### config.mk
export PLATFORM = sky130hd
export DESIGN_NAME = qpd_capture_window
export DESIGN_NICKNAME = d
export VERILOG_FILES = /design/src/rtl/qpd_capture_window.sv
export SDC_FILE = /design/constraint.sdc
export NUM_CORES = 1
export LEC_CHECK = 0
export ABC_CLOCK_PERIOD_IN_PS = 10900
export CELL_PAD_IN_SITES_DETAIL_PLACEMENT = 0
export CELL_PAD_IN_SITES_GLOBAL_PLACEMENT = 1
export CORE_ASPECT_RATIO = 1.5
export CORE_UTILIZATION = 55
export DETAILED_ROUTE_END_ITERATION = 7
export PLACE_DENSITY_LB_ADDON = 0.1
export SETUP_SLACK_MARGIN = 0.5
export SYNTH_ARGS = -nofsm -noshare
export SYNTH_HDL_FRONTEND = slang
export SYNTH_SLANG_ARGS = --single-unit
### constraint.sdc
create_clock -name sclock -period 10.9 [get_ports sclock]
set_input_delay 1.09 -clock sclock [delete_from_list [all_inputs] [get_ports sclock]]
set_output_delay 1.09 -clock sclock [all_outputs]
set_load 0.1 [all_outputs]
### src/rtl/qpd_capture_window.sv
// Capture window behind the quarter-period-delay trigger: buffers capture_len ADC samples per
// trigger in a FIFO and streams them out on valid/ready, tagging the final sample of each window.
module qpd_capture_window #(
   parameter int unsigned DATA_WIDTH = 16,
   parameter int unsigned DEPTH      = 64
) (
   input  logic                  sclock,
   input  logic                  rst,
   input  logic                  trigger,
   input  logic [7:0]            capture_len,
   input  logic                  sample_valid,
   input  logic [DATA_WIDTH-1:0] sample_data,
   output logic                  out_valid,
   input  logic                  out_ready,
   output logic [DATA_WIDTH-1:0] out_data,
   output logic                  out_last,
   output logic                  busy,
   output logic                  overflow,
   output logic [7:0]            missed_triggers
);

   localparam int unsigned AW = $clog2(DEPTH);
   localparam logic [AW:0] PtrOne = {{AW{1'b0}}, 1'b1};

   typedef enum logic [1:0] {StIdle, StCapture, StFlush} state_e;

   state_e            state_q, state_d;
   logic [8:0]        remaining_q, remaining_d;
   logic              overflow_q, overflow_d;
   logic [7:0]        missed_q, missed_d;
   logic [AW:0]       wr_ptr_q, rd_ptr_q;
   logic [DATA_WIDTH:0] mem_q [DEPTH];

   logic empty, full, wr_en, rd_en;
   logic [DATA_WIDTH:0] head;

   assign empty = (wr_ptr_q == rd_ptr_q);
   assign full  = (wr_ptr_q[AW] != rd_ptr_q[AW]) && (wr_ptr_q[AW-1:0] == rd_ptr_q[AW-1:0]);
   assign wr_en = (state_q == StCapture) && sample_valid && !full;
   assign rd_en = out_valid && out_ready;

   always_comb begin
      state_d     = state_q;
      remaining_d = remaining_q;
      overflow_d  = overflow_q;
      missed_d    = missed_q;
      unique case (state_q)
         StIdle: begin
            if (trigger) begin
               state_d     = StCapture;
               remaining_d = (capture_len == 8'd0) ? 9'd256 : {1'b0, capture_len};
               overflow_d  = 1'b0;
            end
         end
         StCapture: begin
            // Dropped samples still consume window length so the window closes on time.
            if (sample_valid) begin
               remaining_d = remaining_q - 9'd1;
               if (full) overflow_d = 1'b1;
               if (remaining_q == 9'd1) state_d = StFlush;
            end
         end
         StFlush: begin
            if (empty) state_d = StIdle;
         end
         default: state_d = StIdle;
      endcase
      if (trigger && (state_q != StIdle) && (missed_q != 8'hFF)) missed_d = missed_q + 8'd1;
   end

   always_ff @(posedge sclock or posedge rst) begin
      if (rst) begin
         state_q     <= StIdle;
         remaining_q <= 9'd0;
         overflow_q  <= 1'b0;
         missed_q    <= 8'd0;
         wr_ptr_q    <= '0;
         rd_ptr_q    <= '0;
      end else begin
         state_q     <= state_d;
         remaining_q <= remaining_d;
         overflow_q  <= overflow_d;
         missed_q    <= missed_d;
         if (wr_en) wr_ptr_q <= wr_ptr_q + PtrOne;
         if (rd_en) rd_ptr_q <= rd_ptr_q + PtrOne;
      end
   end

   // Storage needs no reset; outputs are gated by the pointer-derived valid.
   always_ff @(posedge sclock) begin
      if (wr_en) mem_q[wr_ptr_q[AW-1:0]] <= {remaining_q == 9'd1, sample_data};
   end

   assign head            = mem_q[rd_ptr_q[AW-1:0]];
   assign out_valid       = !empty;
   assign out_data        = out_valid ? head[DATA_WIDTH-1:0] : '0;
   assign out_last        = out_valid & head[DATA_WIDTH];
   assign busy            = (state_q != StIdle);
   assign overflow        = overflow_q;
   assign missed_triggers = missed_q;

endmodule
### Word-level counts from Yosys, hierarchy flattened

Memories as Yosys holds them, arrays and structs flattened.
Cells that the tools add are included.

| storage, ports and cells | value |
|---|---|
| bits in writable memories | 1088 |
| bits of input ports | 29 |
| memories | 1 |
| output and inout bits | 28 |
| logic and storage cells | 55 |
| bits in registers | 34 |

Memories:

| name | depth | bits a word | read ports | clocked after memory_dff | wr ports | line | text |
|---|---|---|---|---|---|---|---|
| mem_q | 64 | 17 | 1 | 0 | 1 | 32 | `logic [DATA_WIDTH:0] mem_q [DEPTH];` |

| cells by class | value |
|---|---|
| mux-type cells | 16 |
| add/sub/neg operators | 4 |
| reductions and logical operators | 15 |
| eq/ne operators | 12 |
| bitwise operators | 1 |

Operator list:

| kind | count |
|---|---|
| two-way mux 9 bit | 3 |
| case mux 9 bit (2 select lines) | 1 |
| two-way mux 16 bit | 1 |
| adder 7 x 1 -> 7 bit (second input constant) | 2 |
| == test 9 x 1 -> 1 bit (second input constant) | 1 |
| subtractor 9 x 1 -> 9 bit (second input constant) | 1 |
| adder 8 x 1 -> 8 bit (second input constant) | 1 |
| logical NOT 8 bit | 1 |
| two-way mux 2 bit | 4 |
| inequality test 2 bit (second input constant) | 4 |
| inequality test 8 bit (second input constant) | 1 |
| AND reduction 4 bit | 2 |
| == test 7 bit | 1 |
| == test 6 bit | 1 |
| logical AND 1 bit | 6 |
| case mux 2 bit (3 select lines) | 1 |
| two-way mux 1 bit | 5 |
| nonzero test 2 bit | 2 |
| AND reduction 3 bit | 1 |
| == test 2 x 1 -> 1 bit (second input constant) | 1 |
| == test 2 bit (second input constant) | 1 |
| logical NOT 1 bit | 2 |
| logical NOT 2 bit | 1 |
| inequality test 2 x 1 -> 1 bit (second input constant) | 1 |
| 3 further kinds | 3 |

### Logic depth before layout (Yosys ltp)

Gate-level depths: netlist of the first run.

| logic depth | value |
|---|---|
| depth after elaboration | 6 |
| mapped depth | 9 |
| mapped depth without buffers | 7 |

### Worst setup path after synthesis of the first run

OpenSTA, ideal clock, no wires.

| timing | value |
|---|---|
| path kind | flip-flop to flip-flop |
| from | register remaining_q[1] |
| to | memory mem_q[0][16] (netlist bit), data pin |
| path buffers | 0 |
| setup time | 0.690 ns |
| cell stages (with the launch flop) | 5 |
| path slack | 6.565 ns |
| period minus slack after synthesis | 4.335 ns |
| arrival time | 3.645 ns |
| cells stage by stage | dfrtp_1 inv_1 ha_1 or4b_2 nor3_1 |

| between the ends | value |
|---|---|
| longest elaborated chain between the ends | 1 |

Ends and longest elaborated chain:

| item | line | text |
|---|---|---|
| from (decl) | 28 | `logic [8:0] remaining_q, remaining_d;` |
| from (signal assigned) | 81 | `remaining_q <= remaining_d;` |
| == test 9 x 1 -> 1 bit | 91 | `if (wr_en) mem_q[wr_ptr_q[AW-1:0]] <= {remaining_q == 9'd1, sample_data};` |
| to (decl) | 32 |  |

No other way between the ends.

### Worst setup path after layout of the first run

| timing | value |
|---|---|
| from | register rd_ptr_q[0] |
| to | output out_data[6] |

| between the ends | value |
|---|---|
| longest elaborated chain between the ends | 2 |
| elaborated cells on any way between the ends | 3 |

Ends and longest elaborated chain:

| item | line | text |
|---|---|---|
| from (decl) | 31 | `logic [AW:0] wr_ptr_q, rd_ptr_q;` |
| from (signal assigned) | 85 | `if (rd_en) rd_ptr_q <= rd_ptr_q + PtrOne;` |
| memory (64 x 17 bit) / == test 7 bit (equally long branches) | -- |  |
| two-way mux 16 bit (*) | 96 | `assign out_data = out_valid ? head[DATA_WIDTH-1:0] : '0;` |
| to (decl) | 15 | `output logic [DATA_WIDTH-1:0] out_data,` |

Every way passes the cells marked *; elsewhere a longest branch is shown, timed or not.

==> impl_metrics.xml, run 1 <==
<?xml version="1.0" encoding="UTF-8"?>
<metrics>
  <group name="timing">
    <metric name="timing_max_transition_violations_final" unit="">0</metric>
    <metric name="max_freq" unit="MHz">149</metric>
    <metric name="min_period_over_period" unit="">0.618</metric>
    <metric name="setup_ws" unit="ps">4170</metric>
    <metric name="rsz_0062_raised_after_global_routing" unit="">no</metric>
    <metric name="final-hold-violation-count" unit="">0</metric>
    <metric name="setup_total_neg_slack" unit="ps">0</metric>
    <metric name="clock_skew" unit="ps">24.6</metric>
    <metric name="worst-slew-pin-transition" unit="ps">1280</metric>
    <metric name="setup_viol_count_final" unit="">0</metric>
    <metric name="period_minus_slack" unit="ps">6730</metric>
    <metric name="worst_hold_slack" unit="ps">510</metric>
    <metric name="relSlewSlack" unit="">0.146</metric>
  </group>
  <group name="global_route">
    <metric name="grt_overflow_total" unit="">0</metric>
    <metric name="grt_start_max_net_pins" unit="">111</metric>
    <metric name="globalRouteTotalUtil" unit="">0.278</metric>
    <metric name="number_of_antenna_violations_at_the_first_check_in_global_routing" unit="">1</metric>
    <metric name="global_route_wire_length_before_repair" unit="um">156000</metric>
    <metric name="grt_pass1_vias" unit="">21500</metric>
  </group>
  <group name="clock_tree">
    <metric name="max-clock-path-buffers" unit="">3</metric>
    <metric name="cts_max_level" unit="">3</metric>
    <metric name="cts_hold_buffers" unit="">0</metric>
    <metric name="cts_tree" unit="">built</metric>
    <metric name="cts.repair.resized" unit="">0</metric>
    <metric name="clock_latency" unit="ps">680</metric>
    <metric name="numCtsBuffers" unit="">97</metric>
    <metric name="clock-root-buffer" unit="">sky130_fd_sc_hd__clkbuf_16</metric>
    <metric name="numClockSinks" unit="">1122</metric>
    <metric name="clk_pin_slew_worst_paths" unit="ps">70</metric>
    <metric name="cts_post_setup_buffers_inserted" unit="">0</metric>
  </group>
  <group name="critical_path">
    <metric name="endpoint_kind" unit="">output pin</metric>
    <metric name="critPathLaunch" unit="">rd_ptr_q[0]$_DFFE_PP0P_</metric>
    <metric name="rr_endpoint" unit="">mem_q[58][7]$_DFFE_PP_</metric>
    <metric name="setup.worst_path.class" unit="">flop to output pin</metric>
    <metric name="rr_startpoint" unit="">rd_ptr_q[0]$_DFFE_PP0P_</metric>
    <metric name="critical_path_required" unit="ps">9810</metric>
    <metric name="r2r_depth" unit="">7</metric>
    <metric name="worst-endpoint-arrival" unit="ps">5640</metric>
    <metric name="critPathLaunchType" unit="">flop</metric>
    <metric name="critPathMaxFanout" unit="">47</metric>
    <metric name="worst-r2r-setup-slack" unit="ps">6010</metric>
  </group>
  <group name="pwr">
    <metric name="vdd_drop_max" unit="V">0.000920</metric>
    <metric name="powerDensity" unit="nW/um^2">267</metric>
    <metric name="total_leakage_power" unit="nW">15.3</metric>
    <metric name="power" unit="mW">12.9</metric>
  </group>
  <group name="drt">
    <metric name="post_drt_via_cell_ratio" unit="">6.47</metric>
    <metric name="routed-via-count" unit="">21100</metric>
    <metric name="drt-wirelength-per-cell" unit="um">33.2</metric>
    <metric name="ant_nets" unit="">0</metric>
    <metric name="drc_errors" unit="">0</metric>
    <metric name="drt_pass1_iterations" unit="">5</metric>
    <metric name="drtIter0Drc" unit="">2154</metric>
    <metric name="finalWirelength" unit="um">108000</metric>
  </group>
  <group name="yosys">
    <metric name="synth_nets" unit="">2069</metric>
    <metric name="synthesis_warnings" unit="">0</metric>
    <metric name="postSynth.asyncResetShare" unit="">0.0303</metric>
    <metric name="mappedNetlistArea" unit="sq um">43400</metric>
    <metric name="synthesized_instance_count" unit="">2035</metric>
    <metric name="post_synthesis_sequential_element_count" unit="">1122</metric>
    <metric name="synth-seq-area-share" unit="">0.772</metric>
    <metric name="postSynthAreaPerCell" unit="sq um">21.3</metric>
    <metric name="synth_enable_flop_cells" unit="">1088</metric>
    <metric name="ys.flop_type" unit="">sky130_fd_sc_hd__edfxtp_1</metric>
    <metric name="synthDistinctLibCells" unit="">56</metric>
  </group>
  <group name="cells_and_area">
    <metric name="layout-drive-gt1-share" unit="">0.244</metric>
    <metric name="finish.net_count" unit="">2192</metric>
    <metric name="final_core_util" unit="">0.622</metric>
    <metric name="final_common_cell" unit="">sky130_fd_sc_hd__edfxtp_1</metric>
    <metric name="layout_common_cells" unit="">sky130_fd_sc_hd__edfxtp_1, sky130_fd_sc_hd__mux4_2, sky130_fd_sc_hd__clkbuf_16</metric>
    <metric name="diodes_inserted" unit="">0</metric>
    <metric name="area_delta_synth_final" unit="%">11.3</metric>
  </group>
  <group name="run_status">
    <metric name="outcome" unit="">completed</metric>
  </group>
  <group name="place">
    <metric name="place.gp.congestion" unit="">0.876</metric>
    <metric name="place_worst_setup_slack" unit="ps">4800</metric>
    <metric name="port_buffers" unit="">56</metric>
    <metric name="hpwl" unit="um">64900</metric>
  </group>
  <group name="min_path">
    <metric name="hold_start" unit="">missed_triggers[5]$_DFFE_PP0P_</metric>
    <metric name="min_delay_path_depth" unit="">1</metric>
    <metric name="holdPathEnd" unit="">missed_triggers[5]$_DFFE_PP0P_</metric>
    <metric name="type_of_the_worst_min_delay_path" unit="">flop to flop</metric>
  </group>
  <group name="floorplanning">
    <metric name="die_height" unit="um">346</metric>
    <metric name="fp.dieArea" unit="sq um">80100</metric>
    <metric name="design.core.area" unit="sq um">77700</metric>
    <metric name="floorplan.initialDensity" unit="">0.558</metric>
    <metric name="number_of_primary_i_o_pins" unit="">57</metric>
    <metric name="floorplan.rows" unit="">125</metric>
    <metric name="floorplan.die.width" unit="um">231</metric>
  </group>
  <group name="job">
    <metric name="max_cap_viol_count" unit="">0</metric>
  </group>
</metrics>
-- area by class of cell --
class                   count  area, sq um
well taps                1016         1270
clock buffers             116         2520
clock inverters            63          569
inverters                   8         30.0
flip-flops and latches   1122        33500
fillers                  5330        29400
multi-input cells         786         9240
repair buffers            143         1170
-- critical path, cell delays in order, from the launching register on --
cell                              delay, ps
sky130_fd_sc_hd__dfrtp_4               1070
sky130_fd_sc_hd__buf_4                  820
sky130_fd_sc_hd__buf_4                  630
sky130_fd_sc_hd__mux2i_1                250
sky130_fd_sc_hd__o221ai_1               170
sky130_fd_sc_hd__a211oi_1               470
sky130_fd_sc_hd__a21oi_1                 80
sky130_fd_sc_hd__a22o_1                 330
sky130_fd_sc_hd__clkdlybuf4s50_1       1000
-- routing by layer --
metal / wire length [um] / track usage / part of all wire / vias up
met5: 11 / 0 / 0.00010 / -
met3: 6310 / 0.0416 / 0.058 / 155
li1: - / - / - / 8815
met1: 40100 / 0.353 / 0.37 / 11400
met2: 58400 / 0.489 / 0.54 / 739
met4: 3390 / 0.0919 / 0.031 / 2
-- cells in the mapped netlist, types with 2 or more instances --
| master | number | share of area |
|---|---|---|
| sky130_fd_sc_hd__edfxtp_1 | 1088 | 0.75 |
| sky130_fd_sc_hd__mux4_2 | 232 | 0.12 |
| sky130_fd_sc_hd__o22ai_1 | 90 | 0.013 |
| sky130_fd_sc_hd__mux2i_1 | 84 | 0.019 |
| sky130_fd_sc_hd__nor2_1 | 60 | 0.0052 |
| sky130_fd_sc_hd__buf_2 | 44 | 0.0051 |
| sky130_fd_sc_hd__o21ai_0 | 40 | 0.0046 |
| sky130_fd_sc_hd__clkbuf_1 | 36 | 0.0031 |
| sky130_fd_sc_hd__dfrtp_1 | 34 | 0.020 |
| sky130_fd_sc_hd__a21oi_1 | 30 | 0.0035 |
| sky130_fd_sc_hd__a211oi_1 | 24 | 0.0042 |
| sky130_fd_sc_hd__buf_4 | 21 | 0.0036 |
| sky130_fd_sc_hd__nor2_2 | 20 | 0.0029 |
| sky130_fd_sc_hd__nor4_1 | 20 | 0.0029 |
| sky130_fd_sc_hd__o221ai_1 | 18 | 0.0036 |
| sky130_fd_sc_hd__nand2_1 | 16 | 0.0014 |
| sky130_fd_sc_hd__a22o_1 | 15 | 0.0030 |
| sky130_fd_sc_hd__mux2_2 | 14 | 0.0036 |
| sky130_fd_sc_hd__xnor2_1 | 13 | 0.0026 |
| sky130_fd_sc_hd__xor2_1 | 13 | 0.0026 |
| sky130_fd_sc_hd__buf_6 | 11 | 0.0029 |
| sky130_fd_sc_hd__a32o_1 | 10 | 0.0023 |
| sky130_fd_sc_hd__inv_1 | 8 | 0.00069 |
| sky130_fd_sc_hd__nand3b_1 | 8 | 0.0014 |
| sky130_fd_sc_hd__a22oi_1 | 7 | 0.0012 |
| sky130_fd_sc_hd__buf_1 | 6 | 0.00052 |
| sky130_fd_sc_hd__nand3_1 | 6 | 0.00069 |
| sky130_fd_sc_hd__and3_1 | 5 | 0.00072 |
| sky130_fd_sc_hd__ha_1 | 5 | 0.0014 |
| sky130_fd_sc_hd__nand2b_1 | 5 | 0.00072 |
| sky130_fd_sc_hd__nand4_1 | 5 | 0.00072 |
| sky130_fd_sc_hd__or4_4 | 5 | 0.0013 |
| sky130_fd_sc_hd__nor3_1 | 4 | 0.00046 |
| sky130_fd_sc_hd__or2_2 | 4 | 0.00058 |
| sky130_fd_sc_hd__or3b_2 | 4 | 0.00081 |
| sky130_fd_sc_hd__nor2b_1 | 3 | 0.00043 |
| sky130_fd_sc_hd__or3_1 | 3 | 0.00043 |
| sky130_fd_sc_hd__or4_1 | 3 | 0.00052 |
| sky130_fd_sc_hd__a41oi_1 | 2 | 0.00040 |
| sky130_fd_sc_hd__and2_1 | 2 | 0.00029 |
| sky130_fd_sc_hd__o311ai_4 | 2 | 0.0012 |
-- cell families (layout without fill, tap and decap cells) --
group / Yosys count / count (layout) / share of synthesized area
mux: 331 / 331 / 0.144
simple gates: 179 / 179 / 0.0227
compound gates: 244 / 244 / 0.0381
fa+ha+maj: 5 / 5 / 0.00144
xor+xnor: 27 / 27 / 0.00588
flops: 1122 / 1122 / 0.772
buf+inv: 127 / 330 / 0.0160
-- flip-flops by register name, indices dropped and copies added (netlist names) --
signal           cells
mem_q             1088
remaining_q          9
missed_triggers      8
rd_ptr_q             7
wr_ptr_q             7
state_q              2
overflow             1
-- how the worst max path moves through the flow --
stage	endpoint	cells past startpoint
floorplan	mem_q[0][16]$_DFFE_PP_	4
global placement	out_last	7
detailed placement	out_data[6]	8
CTS	out_last	7
global route	out_data[6]	8
finish	out_data[6]	8
-- power breakdown --
part | leakage (nW) | internal [mW] | total [mW] | switching, mW
clock | 1.52 | 1.87 | 3.41 | 1.54
sequential | 10.2 | 4.92 | 5.13 | 0.217
combinational | 3.56 | 1.51 | 4.36 | 2.85
-- stage by stage --
| stage | instances | area (sq um) |
|---|---|---|
| global placement | 3075 | 45200 |
| floorplan | 2035 | 43400 |
| CTS | 3254 | 48300 |
| global route | 3254 | 48300 |
| finish | 3254 | 48300 |
| detailed placement | 3075 | 45200 |
Note: power is estimated with default switching activity, not from simulation.
==> run 2, diff against run 1 <==
--- a/config.mk
+++ b/config.mk
@@ -5,11 +5,11 @@
 export SDC_FILE = /design/constraint.sdc
 export NUM_CORES = 1
 export LEC_CHECK = 0
-export ABC_CLOCK_PERIOD_IN_PS = 10900
+export ABC_CLOCK_PERIOD_IN_PS = 5840
 export CELL_PAD_IN_SITES_DETAIL_PLACEMENT = 0
 export CELL_PAD_IN_SITES_GLOBAL_PLACEMENT = 1
 export CORE_ASPECT_RATIO = 1.5
-export CORE_UTILIZATION = 55
+export CORE_UTILIZATION = 50
 export DETAILED_ROUTE_END_ITERATION = 7
 export PLACE_DENSITY_LB_ADDON = 0.1
 export SETUP_SLACK_MARGIN = 0.5
==> constraint.sdc (replaced) <==
create_clock -name sclock -period 5.84 [get_ports sclock]
set_input_delay 0.584 -clock sclock [delete_from_list [all_inputs] [get_ports sclock]]
set_output_delay 0.584 -clock sclock [all_outputs]
set_load 0.1 [all_outputs]
==> run 2 against run 1 <==
- sequential power up 86%
- clock skew down 3.7 ps
- clock-buffer cell count up 13
- global-route usage down 1.7 points
- largest cell class unchanged
==> impl_metrics.xml, run 2 (synthesis gave the netlist of run 1 again) <==
<?xml version="1.0" encoding="UTF-8"?>
<metrics>
  <group name="clock_tree">
    <metric name="cts_tree" unit="">built</metric>
    <metric name="max-clock-path-buffers" unit="">3</metric>
    <metric name="cts_post_setup_buffers_inserted" unit="">0</metric>
    <metric name="clock_latency" unit="ps">700</metric>
    <metric name="cts_max_level" unit="">3</metric>
    <metric name="numCtsBuffers" unit="">102</metric>
    <metric name="cts.repair.resized" unit="">0</metric>
    <metric name="cts_hold_buffers" unit="">0</metric>
    <metric name="clk_pin_slew_worst_paths" unit="ps">60</metric>
    <metric name="clock-root-buffer" unit="">sky130_fd_sc_hd__clkbuf_16</metric>
    <metric name="numClockSinks" unit="">1122</metric>
  </group>
  <group name="global_route">
    <metric name="number_of_antenna_violations_at_the_first_check_in_global_routing" unit="">1</metric>
    <metric name="grt_overflow_total" unit="">0</metric>
    <metric name="global_route_wire_length_before_repair" unit="um">160000</metric>
    <metric name="grt_start_max_net_pins" unit="">74</metric>
    <metric name="globalRouteTotalUtil" unit="">0.262</metric>
    <metric name="grt_pass1_vias" unit="">21600</metric>
  </group>
  <group name="floorplanning">
    <metric name="number_of_primary_i_o_pins" unit="">57</metric>
    <metric name="floorplan.die.width" unit="um">243</metric>
    <metric name="floorplan.initialDensity" unit="">0.504</metric>
    <metric name="fp.dieArea" unit="sq um">88000</metric>
    <metric name="floorplan.rows" unit="">132</metric>
    <metric name="design.core.area" unit="sq um">86200</metric>
    <metric name="die_height" unit="um">363</metric>
  </group>
  <group name="critical_path">
    <metric name="critPathLaunchType" unit="">flop</metric>
    <metric name="worst-r2r-setup-slack" unit="ps">2050</metric>
    <metric name="setup.worst_path.class" unit="">flop to output pin</metric>
    <metric name="critPathMaxFanout" unit="">33</metric>
    <metric name="crit_slowest_cell" unit="">sky130_fd_sc_hd__nor4_1</metric>
    <metric name="worst-endpoint-arrival" unit="ps">4610</metric>
    <metric name="worstPathCellList" unit="">and2_1 &gt; nand2b_1 &gt; o22ai_1 &gt; nor4_1 &gt; a22o_1 &gt; buf_4</metric>
    <metric name="critical_path_required" unit="ps">5260</metric>
    <metric name="r2r_depth" unit="">5</metric>
    <metric name="rr_endpoint" unit="">mem_q[50][1]$_DFFE_PP_</metric>
    <metric name="rr_startpoint" unit="">rd_ptr_q[3]$_DFFE_PP0P_</metric>
    <metric name="critPathMaxStageDelay" unit="ps">890</metric>
    <metric name="endpoint_kind" unit="">output pin</metric>
  </group>
  <group name="timing">
    <metric name="worst-slew-pin-transition" unit="ps">1260</metric>
    <metric name="max_freq" unit="MHz">192</metric>
    <metric name="worst_hold_slack" unit="ps">300</metric>
    <metric name="clock_skew" unit="ps">20.9</metric>
    <metric name="setup_viol_count_final" unit="">0</metric>
    <metric name="final-hold-violation-count" unit="">0</metric>
    <metric name="period_minus_slack" unit="ps">5200</metric>
    <metric name="timing_max_transition_violations_final" unit="">0</metric>
    <metric name="setup_ws" unit="ps">643</metric>
    <metric name="relSlewSlack" unit="">0.161</metric>
    <metric name="min_period_over_period" unit="">0.890</metric>
    <metric name="setup_total_neg_slack" unit="ps">0</metric>
    <metric name="rsz_0062_raised_after_global_routing" unit="">no</metric>
  </group>
  <group name="cells_and_area">
    <metric name="layout_common_cells" unit="">sky130_fd_sc_hd__edfxtp_1, sky130_fd_sc_hd__mux4_2, sky130_fd_sc_hd__clkbuf_16</metric>
    <metric name="finish.net_count" unit="">2187</metric>
    <metric name="area_delta_synth_final" unit="%">11.7</metric>
    <metric name="regArea" unit="sq um">33500</metric>
    <metric name="final_design_area_no_fill" unit="sq um">48500</metric>
    <metric name="largest_register_ffs" unit="">1088</metric>
    <metric name="diodes_inserted" unit="">0</metric>
    <metric name="final_common_cell" unit="">sky130_fd_sc_hd__edfxtp_1</metric>
    <metric name="layout-drive-gt1-share" unit="">0.247</metric>
    <metric name="multi_input_logic_area" unit="sq um">9240</metric>
    <metric name="fillers" unit="">6467</metric>
  </group>
  <group name="drt">
    <metric name="drt_pass1_iterations" unit="">5</metric>
    <metric name="ant_nets" unit="">0</metric>
    <metric name="finalWirelength" unit="um">113000</metric>
    <metric name="drtIter0Drc" unit="">1818</metric>
    <metric name="drt-wirelength-per-cell" unit="um">33.6</metric>
    <metric name="drc_errors" unit="">0</metric>
    <metric name="routed-via-count" unit="">21100</metric>
    <metric name="post_drt_via_cell_ratio" unit="">6.25</metric>
  </group>
  <group name="place">
    <metric name="place.gp.congestion" unit="">0.912</metric>
    <metric name="detailed_place.area" unit="sq um">45300</metric>
    <metric name="port_buffers" unit="">56</metric>
    <metric name="hpwl" unit="um">69200</metric>
    <metric name="place_worst_setup_slack" unit="ps">1560</metric>
  </group>
  <group name="min_path">
    <metric name="type_of_the_worst_min_delay_path" unit="">input port to flop</metric>
    <metric name="min_delay_path_depth" unit="">1</metric>
    <metric name="hold_start" unit="">sample_data[0]</metric>
    <metric name="holdPathEnd" unit="">mem_q[48][0]$_DFFE_PP_</metric>
  </group>
  <group name="pwr">
    <metric name="switchingPower" unit="mW">8.81</metric>
    <metric name="comb_power_share" unit="">0.342</metric>
    <metric name="powerDensity" unit="nW/um^2">503</metric>
    <metric name="total_leakage_power" unit="nW">15.3</metric>
    <metric name="vdd_drop_max" unit="V">0.00113</metric>
    <metric name="pwr-share-seq" unit="">0.392</metric>
    <metric name="switching_share" unit="">0.361</metric>
    <metric name="share_of_power_burned_in_the_clock_network" unit="">0.267</metric>
    <metric name="power" unit="mW">24.4</metric>
    <metric name="design_internal_power" unit="mW">15.6</metric>
  </group>
  <group name="run_status">
    <metric name="outcome" unit="">completed</metric>
  </group>
  <group name="job">
    <metric name="max_cap_viol_count" unit="">0</metric>
  </group>
</metrics>
-- run 2: cell count changes in the layout (fill, tap and decap cells not counted), moves of 2 or more --
cell,before,now
sky130_fd_sc_hd__buf_12,3,6
sky130_fd_sc_hd__clkbuf_1,18,23
sky130_fd_sc_hd__clkinv_4,2,0
sky130_fd_sc_hd__buf_4,84,88
sky130_fd_sc_hd__clkbuf_16,98,104
sky130_fd_sc_hd__clkbuf_8,0,2
sky130_fd_sc_hd__clkinv_2,21,14
sky130_fd_sc_hd__clkdlybuf4s50_1,40,23
-- run 2: through the flow --
step                 util  std cells
floorplan               -       2035
global placement    0.526       3188
detailed placement  0.526       3188
CTS                 0.563       3370
global route        0.563       3370
finish              0.563       3370
-- run 2: power by group through the flow --
stage / combinational (mW) / sequential (mW) / clock [mW]
after floorplan: 5.57 / 9.61 / 0
after global placement: 8.37 / 9.71 / 0
after detailed placement: 8.36 / 9.73 / 0
after CTS: 8.38 / 9.56 / 6.61
after global routing: 8.58 / 9.59 / 6.87
final: 8.33 / 9.55 / 6.51
-- run 2: metal layers --
| metal | global-route usage | vias to the layer above | wire length (um) | part of all wire |
|---|---|---|---|---|
| li1 | - | 8810 | - | - |
| met1 | 0.328 | 11400 | 43200 | 0.38 |
| met2 | 0.458 | 696 | 59300 | 0.52 |
| met3 | 0.0282 | 185 | 5400 | 0.048 |
| met4 | 0.121 | 0 | 5270 | 0.047 |
| met5 | 0 | - | 0 | 0 |
-- run 2: critical path: cells and delay by family (launching register included) --
kind	cells	cell delay, ps
flops	1	720
buf+inv	1	320
simple gates	3	2200
compound gates	2	640
-- run 2: worst max path at each step --
stage | to | startpoint | slack (ps)
floorplan | mem_q[0][16]$_DFFE_PP_ | remaining_q[1]$_DFFE_PP0P_ | 1500
global placement | out_data[6] | rd_ptr_q[3]$_DFFE_PP0P_ | 1570
global route | out_data[1] | rd_ptr_q[3]$_DFFE_PP0P_ | 710
finish | out_data[1] | rd_ptr_q[3]$_DFFE_PP0P_ | 640
detailed placement | out_data[1] | rd_ptr_q[3]$_DFFE_PP0P_ | 1560
CTS | out_data[1] | rd_ptr_q[3]$_DFFE_PP0P_ | 790
-- run 2: area by class of cell --
type                            instances  area share
Clock buffer                          129      0.0560
Clock inverter                         53     0.00973
Inverter                                8    0.000619
Multi-Input combinational cell        786       0.190
Sequential cell                      1122       0.691
Tap cell                             1139      0.0294
Timing Repair Buffer                  133      0.0225
